File: config.mk
export PLATFORM = sky130hd
export DESIGN_NAME = mem_stage_sram_ctrl_flat
export DESIGN_NICKNAME = d
export VERILOG_FILES = /design/src/rtl/mem_stage_sram_ctrl_if.sv /design/src/rtl/mem_stage_sram_ctrl.sv /design/src/flat_wrapper.sv
export SDC_FILE = /design/constraint.sdc
export NUM_CORES = 1
export LEC_CHECK = 0
export ABC_CLOCK_PERIOD_IN_PS = 3100
export BUFFER_PORTS_ARGS = -buffer_cell sky130_fd_sc_hd__buf_2
export CORE_ASPECT_RATIO = 0.5
export CORE_MARGIN = 3
export CORE_UTILIZATION = 55
export CTS_CLUSTER_DIAMETER = 200
export DETAILED_ROUTE_END_ITERATION = 7
export GPL_ROUTABILITY_DRIVEN = 0
export GPL_TIMING_DRIVEN = 0
export PLACE_DENSITY = 0.85
export SLEW_MARGIN = 20
export SYNTH_ARGS = -nofsm -noshare
export SYNTH_HDL_FRONTEND = slang
export SYNTH_SLANG_ARGS = --single-unit
File: constraint.sdc
create_clock -name clk -period 3.1 [get_ports clk]
set_input_delay 0.31 -clock clk [delete_from_list [all_inputs] [get_ports clk]]
set_output_delay 0.31 -clock clk [all_outputs]
set_load 0.02 [all_outputs]
File: src/rtl/mem_stage_sram_ctrl_if.sv
`default_nettype none
// ============================================================================
//  Module      : mem_stage_sram_ctrl_if
//  Description : Bundle between the EXE/MEM pipeline register, the memory-stage
//                SRAM controller and the external 16-bit SRAM.
//  Revision    : 1.0 - initial release
// ============================================================================
interface mem_stage_sram_ctrl_if #(
    parameter int SRAM_AW = 18
);
    // Pipeline side
    logic               MEM_R_EN;
    logic               MEM_W_EN;
    logic [31:0]        ALU_result;
    logic [31:0]        ST_val;
    logic [31:0]        rdata;
    logic               ready;
    // SRAM side
    logic [SRAM_AW-1:0] sram_addr;
    logic [15:0]        sram_dq_o;
    logic [15:0]        sram_dq_i;
    logic               sram_dq_oe;
    logic               sram_we_n;
    logic               sram_oe_n;

    // Pipeline + SRAM environment view
    modport master (
        output MEM_R_EN, MEM_W_EN, ALU_result, ST_val, sram_dq_i,
        input  rdata, ready, sram_addr, sram_dq_o, sram_dq_oe, sram_we_n, sram_oe_n
    );

    // Controller view
    modport slave (
        input  MEM_R_EN, MEM_W_EN, ALU_result, ST_val, sram_dq_i,
        output rdata, ready, sram_addr, sram_dq_o, sram_dq_oe, sram_we_n, sram_oe_n
    );
endinterface
`default_nettype wire

File: src/rtl/mem_stage_sram_ctrl.sv
`default_nettype none
// ============================================================================
//  Module      : mem_stage_sram_ctrl
//  Description : Memory-stage controller. Splits each 32-bit load/store into
//                a low and a high 16-bit SRAM access, holds ready low while
//                busy, and returns assembled 32-bit load data.
//  Revision    : 1.0 - initial release
// ============================================================================
module mem_stage_sram_ctrl #(
    parameter int BASE_ADDR     = 1024,
    parameter int SRAM_AW       = 18,
    parameter int ACCESS_CYCLES = 2
) (
    input  wire logic              clk,
    input  wire logic              rst,
    mem_stage_sram_ctrl_if.slave   bus
);

    localparam int c_CNT_W = (ACCESS_CYCLES > 1) ? $clog2(ACCESS_CYCLES) : 1;

    localparam logic [1:0] c_IDLE = 2'd0;
    localparam logic [1:0] c_LO   = 2'd1;
    localparam logic [1:0] c_HI   = 2'd2;
    localparam logic [1:0] c_DONE = 2'd3;

    logic [1:0]         r_state;
    logic [c_CNT_W-1:0] r_cnt;
    logic               r_is_store;
    logic [SRAM_AW-2:0] r_idx;
    logic [15:0]        r_st_hi;
    logic [15:0]        r_lo_data;
    logic [31:0]        r_rdata;
    logic [SRAM_AW-1:0] r_sram_addr;
    logic [15:0]        r_sram_dq_o;
    logic               r_sram_dq_oe;
    logic               r_sram_we_n;
    logic               r_sram_oe_n;

    logic               w_req;
    logic               w_last;
    logic [SRAM_AW-2:0] w_idx;

    assign w_req  = bus.MEM_R_EN | bus.MEM_W_EN;
    assign w_last = (r_cnt == c_CNT_W'(ACCESS_CYCLES - 1));
    // Word index relative to the base; wraps modulo the SRAM size by truncation.
    assign w_idx  = (SRAM_AW-1)'((bus.ALU_result - 32'(BASE_ADDR)) >> 2);

    // Access sequencer: latches the request, walks LO -> HI -> DONE, drives registered SRAM strobes.
    always_ff @(posedge clk) begin
        if (rst) begin
            r_state      <= c_IDLE;
            r_cnt        <= '0;
            r_is_store   <= 1'b0;
            r_idx        <= '0;
            r_st_hi      <= 16'h0000;
            r_lo_data    <= 16'h0000;
            r_rdata      <= 32'h0000_0000;
            r_sram_addr  <= '0;
            r_sram_dq_o  <= 16'h0000;
            r_sram_dq_oe <= 1'b0;
            r_sram_we_n  <= 1'b1;
            r_sram_oe_n  <= 1'b1;
        end else begin
            case (r_state)
                c_IDLE: begin
                    if (w_req) begin
                        // Store wins when both enables are set.
                        r_state     <= c_LO;
                        r_cnt       <= '0;
                        r_is_store  <= bus.MEM_W_EN;
                        r_idx       <= w_idx;
                        r_st_hi     <= bus.ST_val[31:16];
                        r_sram_addr <= {w_idx, 1'b0};
                        if (bus.MEM_W_EN) begin
                            r_sram_dq_o  <= bus.ST_val[15:0];
                            r_sram_dq_oe <= 1'b1;
                            r_sram_we_n  <= 1'b0;
                            r_sram_oe_n  <= 1'b1;
                        end else begin
                            r_sram_dq_oe <= 1'b0;
                            r_sram_we_n  <= 1'b1;
                            r_sram_oe_n  <= 1'b0;
                        end
                    end
                end
                c_LO: begin
                    if (w_last) begin
                        r_state     <= c_HI;
                        r_cnt       <= '0;
                        r_sram_addr <= {r_idx, 1'b1};
                        if (r_is_store) begin
                            r_sram_dq_o <= r_st_hi;
                        end else begin
                            r_lo_data <= bus.sram_dq_i;
                        end
                    end else begin
                        r_cnt <= r_cnt + c_CNT_W'(1);
                    end
                end
                c_HI: begin
                    if (w_last) begin
                        r_state      <= c_DONE;
                        r_cnt        <= '0;
                        r_sram_dq_oe <= 1'b0;
                        r_sram_we_n  <= 1'b1;
                        r_sram_oe_n  <= 1'b1;
                        if (!r_is_store) begin
                            r_rdata <= {bus.sram_dq_i, r_lo_data};
                        end
                    end else begin
                        r_cnt <= r_cnt + c_CNT_W'(1);
                    end
                end
                c_DONE: begin
                    r_state <= c_IDLE;
                end
                default: begin
                    r_state <= c_IDLE;
                end
            endcase
        end
    end

    // Pipeline may advance when idle with nothing requested, or on the completion cycle.
    assign bus.ready      = ((r_state == c_IDLE) && !w_req) || (r_state == c_DONE);
    assign bus.rdata      = r_rdata;
    assign bus.sram_addr  = r_sram_addr;
    assign bus.sram_dq_o  = r_sram_dq_o;
    assign bus.sram_dq_oe = r_sram_dq_oe;
    assign bus.sram_we_n  = r_sram_we_n;
    assign bus.sram_oe_n  = r_sram_oe_n;

endmodule
`default_nettype wire

File: src/flat_wrapper.sv
// flat-port wrapper written by rule: the top's interface ports become plain ports
module mem_stage_sram_ctrl_flat 
#(
    parameter int BASE_ADDR     = 1024,
    parameter int SRAM_AW       = 18,
    parameter int ACCESS_CYCLES = 2
)
  (clk, rst, bus_MEM_R_EN, bus_MEM_W_EN, bus_ALU_result, bus_ST_val, bus_sram_dq_i, bus_rdata, bus_ready, bus_sram_addr, bus_sram_dq_o, bus_sram_dq_oe, bus_sram_we_n, bus_sram_oe_n);
  mem_stage_sram_ctrl_if #(.SRAM_AW(SRAM_AW)) bus_i ();
  input  wire logic clk;
  input  wire logic rst;
  input wire logic [$bits(bus_i.MEM_R_EN)-1:0] bus_MEM_R_EN;
  input wire logic [$bits(bus_i.MEM_W_EN)-1:0] bus_MEM_W_EN;
  input wire logic [$bits(bus_i.ALU_result)-1:0] bus_ALU_result;
  input wire logic [$bits(bus_i.ST_val)-1:0] bus_ST_val;
  input wire logic [$bits(bus_i.sram_dq_i)-1:0] bus_sram_dq_i;
  output wire logic [$bits(bus_i.rdata)-1:0] bus_rdata;
  output wire logic [$bits(bus_i.ready)-1:0] bus_ready;
  output wire logic [$bits(bus_i.sram_addr)-1:0] bus_sram_addr;
  output wire logic [$bits(bus_i.sram_dq_o)-1:0] bus_sram_dq_o;
  output wire logic [$bits(bus_i.sram_dq_oe)-1:0] bus_sram_dq_oe;
  output wire logic [$bits(bus_i.sram_we_n)-1:0] bus_sram_we_n;
  output wire logic [$bits(bus_i.sram_oe_n)-1:0] bus_sram_oe_n;
  assign bus_i.MEM_R_EN = bus_MEM_R_EN;
  assign bus_i.MEM_W_EN = bus_MEM_W_EN;
  assign bus_i.ALU_result = bus_ALU_result;
  assign bus_i.ST_val = bus_ST_val;
  assign bus_i.sram_dq_i = bus_sram_dq_i;
  assign bus_rdata = bus_i.rdata;
  assign bus_ready = bus_i.ready;
  assign bus_sram_addr = bus_i.sram_addr;
  assign bus_sram_dq_o = bus_i.sram_dq_o;
  assign bus_sram_dq_oe = bus_i.sram_dq_oe;
  assign bus_sram_we_n = bus_i.sram_we_n;
  assign bus_sram_oe_n = bus_i.sram_oe_n;
  mem_stage_sram_ctrl #(.BASE_ADDR(BASE_ADDR), .SRAM_AW(SRAM_AW), .ACCESS_CYCLES(ACCESS_CYCLES)) u_core (.clk(clk), .rst(rst), .bus(bus_i));
endmodule
# Word level (Yosys, flattened, before mapping)
# Index checks and enable logic that the tools add are counted.
word_totals:
  out_inout_bits: 70
  word_cells: 64
  ff_bits: 122
  in_bits: 84
op_classes:
  n_bitwise: 2
  n_eq_ne: 8
  mux: 24
  add_sub_neg: 2
  reduce_logical: 16
op_table:
  columns: ["cell", "count"]
  rows:
  - ["16-bit two-way mux", 4]
  - ["18-bit two-way mux", 2]
  - ["18-bit case mux with 2 select lines", 1]
  - ["16-bit case mux with 2 select lines", 1]
  - ["19-bit by 11-bit subtractor with 19-bit output (second input constant)", 1]
  - ["3-bit AND reduction", 5]
  - ["1-bit two-way mux", 8]
  - ["2-bit by 1-bit inequality test with 1-bit output (second input constant)", 4]
  - ["1-bit case mux with 2 select lines", 4]
  - ["2-bit case mux with 4 select lines", 1]
  - ["2-bit two-way mux", 3]
  - ["2-bit nonzero test", 3]
  - ["5-bit AND reduction", 1]
  - ["2-bit == test (second input constant)", 2]
  - ["2-bit AND reduction", 2]
  - ["2-bit by 1-bit == test with 1-bit output (second input constant)", 1]
  - ["2-bit logical NOT", 1]
  - ["2-bit inequality test (second input constant)", 1]
  - ["2-bit OR reduction", 1]
  - ["1-bit adder (second input constant)", 1]
  - ["1-bit logical AND", 1]
  - ["1-bit logical NOT", 1]
  - ["1-bit logical OR", 1]
  - ["1-bit NOT", 1]
  - ["1-bit bitwise OR", 1]

# Longest topological paths before layout
logic_depth:
  word_depth: 4
  mapped_depth: 8
  ltp_nobuf: 6

# Worst setup path after synthesis
# OpenSTA, ideal clock, no wires.
synth_timing:
  path_type: "register -> output"
  start: "reg u_core.r_state[0]"
  end: "out bus_ready"
  path_buffers: 2
  stages_incl_launch_ff: 7
  slack_ps: 1372
  t_arrival_ps: 1418
  required_ps: 2790
  cell_sequence: "dfxtp_1 inv_1 ha_1 buf_2 or3b_1 clkbuf_1 nand2b_1"
synth_between:
  elab_chain_len: 3
  elab_cells_between_ends: 4
  classes_between: "1 x eq/ne; 3 x reduce/logical"
synth_rtl:
  columns: ["element", "line_no", "text"]
  rows:
  - ["from (decl)", "mem_stage_sram_ctrl.sv:26", "logic [1:0] r_state;"]
  - ["from (signal assigned)", "mem_stage_sram_ctrl.sv:51", "r_state <= c_IDLE;"]
  - ["from (signal assigned)", "mem_stage_sram_ctrl.sv:68", "r_state <= c_LO;"]
  - ["from (signal assigned)", "mem_stage_sram_ctrl.sv:88", "r_state <= c_HI;"]
  - ["2-bit logical NOT", "mem_stage_sram_ctrl.sv:125", "assign bus.ready = ((r_state == c_IDLE) && !w_req) || (r_state == c_DONE);"]
  - ["1-bit logical AND", "mem_stage_sram_ctrl.sv:125", null]
  - ["1-bit logical OR (*)", "mem_stage_sram_ctrl.sv:125", null]
  - ["to (decl)", "flat_wrapper.sv:18", "output wire logic [$bits(bus_i.ready)-1:0] bus_ready;"]
# Mark *: on every way between the ends. The rest lies on a longest branch, timed or not.

# Worst setup path in the final report
# Same ends and word-level chain as after synthesis.

==> impl_metrics.env <==
export IMPL_outcome="finished, final reports clean"
export IMPL_area_growth_syn_to_layout_pct=28.46
export IMPL_worst_hold_startpoint="bus_ST_val[22]"
export IMPL_layout_commonest_cell="nand2_1"
export IMPL_hp_class="in2reg"
export IMPL_worst_ir_drop_vdd_uv=560.9
export IMPL_leakagePower_uw=0.002651
export IMPL_synth_seq_cells=122
export IMPL_cts_resized=0
export IMPL_drc_errors=0
export IMPL_rr_worst_depth=7
export IMPL_fin_crit_sh=0.7636
export IMPL_most_common_layout_cells="nand2_1 (166), buf_2 (149), dfxtp_1 (122)"
export IMPL_mappedNetlistNets=674
export IMPL_placementRows=23
export IMPL_tritoncts="built"
export IMPL_synth_sequential_area_ratio=0.5018
export IMPL_first_global_vias=4420
export IMPL_critPathBufInv=4
export IMPL_cts_inserted_buffers=17
export IMPL_synthArstFlopShare=0
export IMPL_timing_critical_path_slowest_stage_cell="or3b_1"
export IMPL_finalSetupTns_ns=0
export IMPL_max_stage_delay_ns=0.35
export IMPL_worst_slew_pin_slew_ns=0.6359
export IMPL_setup_violations_final=0
export IMPL_cellPowerDensity_mw_per_mm2=978.7
export IMPL_slew_headroom=0.5761
export IMPL_first_pass_iteration_count_of_the_detailed_router=7
export IMPL_cp_depth=7
export IMPL_max_cap_viol_count=0
export IMPL_average_wire_per_standard_cell_um=15.17
export IMPL_critPathCapture="bus_ready"
export IMPL_critical_path_max_fanout=9
export IMPL_wl_met2_um=6316
export IMPL_slew_violations=0
export IMPL_syn_area_mm2=0.004867
export IMPL_synthXorXnorAreaFrac=0.008997
export IMPL_layout_min_cycle_time_ns=2.367
export IMPL_drt_antenna_net_count=0
export IMPL_m1WireLength_um=5593
export IMPL_postCtsSetupRepairBufs=0
export IMPL_timing_final_hold_violations=0
export IMPL_first_pass_grt_wire_length_um=21380
export IMPL_postSynth_topFlopCell="dfxtp_1"
export IMPL_yosys_mux_area_fraction=0.05578
export IMPL_grt_use_total=0.2668
export IMPL_post_synthesis_compound_gate_area_fraction=0.1712
export IMPL_dpl_hpwl_um=9206
export IMPL_design_core_area_mm2=0.008288
export IMPL_n_antenna_cell=0
export IMPL_htree_num_levels=4
export IMPL_finalNetCount=829
export IMPL_timing_critical_path_cells="inv_1 -> ha_1 -> buf_2 -> or3b_1 -> clkbuf_1 -> nand2b_1 -> buf_2"
export IMPL_beginning_of_the_critical_path="u_core.r_state[0]"
export IMPL_area_share_of_fa_ha_maj_cells_after_synthesis=0.01542
export IMPL_synthesis_instances=584
export IMPL_reg2reg_to="u_core.bus.sram_addr[16]"
export IMPL_cts_root_to_sink_buffers=2
export IMPL_critical_path_endpoint_type="output port"
export IMPL_dominant_combinational_cell_family_by_area_after_synthesis="simple AND/OR/NAND/NOR gates"
export IMPL_crit_arrival_ns=2.06
export IMPL_fmax_ghz=0.4224
export IMPL_cts_clk_slew_worst_paths_ns=0.06
export IMPL_timing_reg2reg_setup_slack_ns=1.07
export IMPL_wl_um=13110
export IMPL_dr_wl_met3_um=940
export IMPL_fin_worst_skew_ns=0.006254
export IMPL_initial_core_util=0.5873
export IMPL_ctsRootBufferMaster="clkbuf_16"
export IMPL_highest_signal_layer="met4"
export IMPL_synth_enable_flop_cells=0
export IMPL_critPathMostFrequentCell="buf_2"
export IMPL_grt_remaining_overflow=0
export IMPL_place_detailed_instances=832
export IMPL_grt_antenna_before_repair=0
export IMPL_post_synth_num_cell_types=43
export IMPL_path_class="reg2out"
export IMPL_clkSinkCount=122
export IMPL_synth_yosys_warnings=0
export IMPL_grt_start_max_net_pins=17
export IMPL_count_of_input_and_output_buffers=136
export IMPL_die_area_mm2=0.01008
export IMPL_dr_total_vias=4700
export IMPL_worstSkewPairLatency_ns=0.42
export IMPL_average_cell_area_after_synthesis_um2=8.334
export IMPL_cts_hold_buffers=0
export IMPL_final_cells=864
export IMPL_r2r_start="u_core.r_state[0]"
export IMPL_vias_per_cell=5.440
export IMPL_yosys_area_share_simple=0.2026
export IMPL_grt_setup_unrepaired="false"
export IMPL_post_route_cells_drive_above_1_share=0.2620
export IMPL_cp_start_kind="register"
export IMPL_worstPathRequired_ns=2.79
export IMPL_io_pins=154
export IMPL_detail_route_iter0_violations=221
export IMPL_die_width_um=139.0
export IMPL_n_fill_cell=641
export IMPL_die_height_um=72.52
export IMPL_critical_path_top_delay_family="buffers and inverters"
cell families (layout without fill, tap and decap cells):
group,after synthesis,count (layout)
mux,27,27
simple gates,237,237
buf+inv,49,217
flops,122,122
fa+ha+maj,6,6
xor+xnor,5,5
compound gates,138,138
metrics by stage:
stage	total power, uW	hold slack (ns)	util	cell area (um^2)	setup WS (ns)
2_1_floorplan	3613	0.4056	-	4867	1.372
3_3_place_gp	4179	0.4369	0.6863	5688	1.119
3_5_place_dp	4247	0.4438	0.6863	5688	1.101
4_1_cts	6119	0.1298	0.7544	6252	0.7338
5_1_grt	6488	0.1331	0.7544	6252	0.6173
6_report	6119	0.1310	0.7544	6252	0.7328
report_power, final:
group / switching, uW / leakage [uW] / internal (uW)
clock network: 748 / 0.000272 / 1120
registers: 174 / 0.000998 / 1910
logic: 1410 / 0.00138 / 754
layer usage:
layer | GRT usage | up-vias
met5 | 0 | -
met1 | 0.3272 | 2205
met2 | 0.4541 | 176
met4 | 0.1030 | 0
li1 | - | 2291
met3 | 0.07702 | 28
worst register-to-register path, stage by stage (launching register included):
cell      delay [ns]
dfxtp_1         0.38
inv_1           0.11
ha_1            0.20
buf_2           0.16
nor3b_1         0.17
a21oi_2         0.30
clkbuf_1        0.41
o221ai_1        0.16
Yosys cell counts (all sizes together) (3+ instances only):
cell | n | share of area
buf | 20 | 0.022
dfxtp | 122 | 0.50
inv | 6 | 0.0046
nand3 | 5 | 0.0051
mux2i | 26 | 0.053
nor3 | 7 | 0.0082
o21ai | 11 | 0.013
a211oi | 30 | 0.047
a21oi | 85 | 0.089
xnor2 | 5 | 0.0090
nor2 | 43 | 0.033
ha | 6 | 0.015
clkbuf | 23 | 0.018
nand2 | 166 | 0.13
nor3b | 3 | 0.0057
worst min path at each step:
stage,endpoint,cells after the start
3_5_place_dp,u_core.bus.rdata[25],2
3_3_place_gp,u_core.bus.sram_addr[9],2
5_1_grt,u_core.r_st_hi[15],3
4_1_cts,u_core.r_st_hi[13],3
2_1_floorplan,u_core.r_idx[8],1
6_report,u_core.r_st_hi[6],3
area by class of cell:
type                    count  area, um^2  share of cell area
plain buffers              43       192.7             0.03082
clock buffers              18       439.2             0.07024
clock inverters            14       125.1             0.02001
inverters                   6       22.52            0.003602
multi-input cells         413        2210              0.3534
flip-flops and latches    122        2442              0.3906
well taps                 112       140.1             0.02241
repair buffers            136       680.7              0.1089
sequential cells by signal, indices dropped and copies added, names as in the netlist, 2 cells and up:
| name | flops |
|---|---|
| u_core.bus.rdata | 32 |
| u_core.bus.sram_addr | 18 |
| u_core.r_idx | 17 |
| u_core.bus.sram_dq_o | 16 |
| u_core.r_lo_data | 16 |
| u_core.r_st_hi | 16 |
| u_core.r_state | 2 |
(Power assumes the default switching activity.)
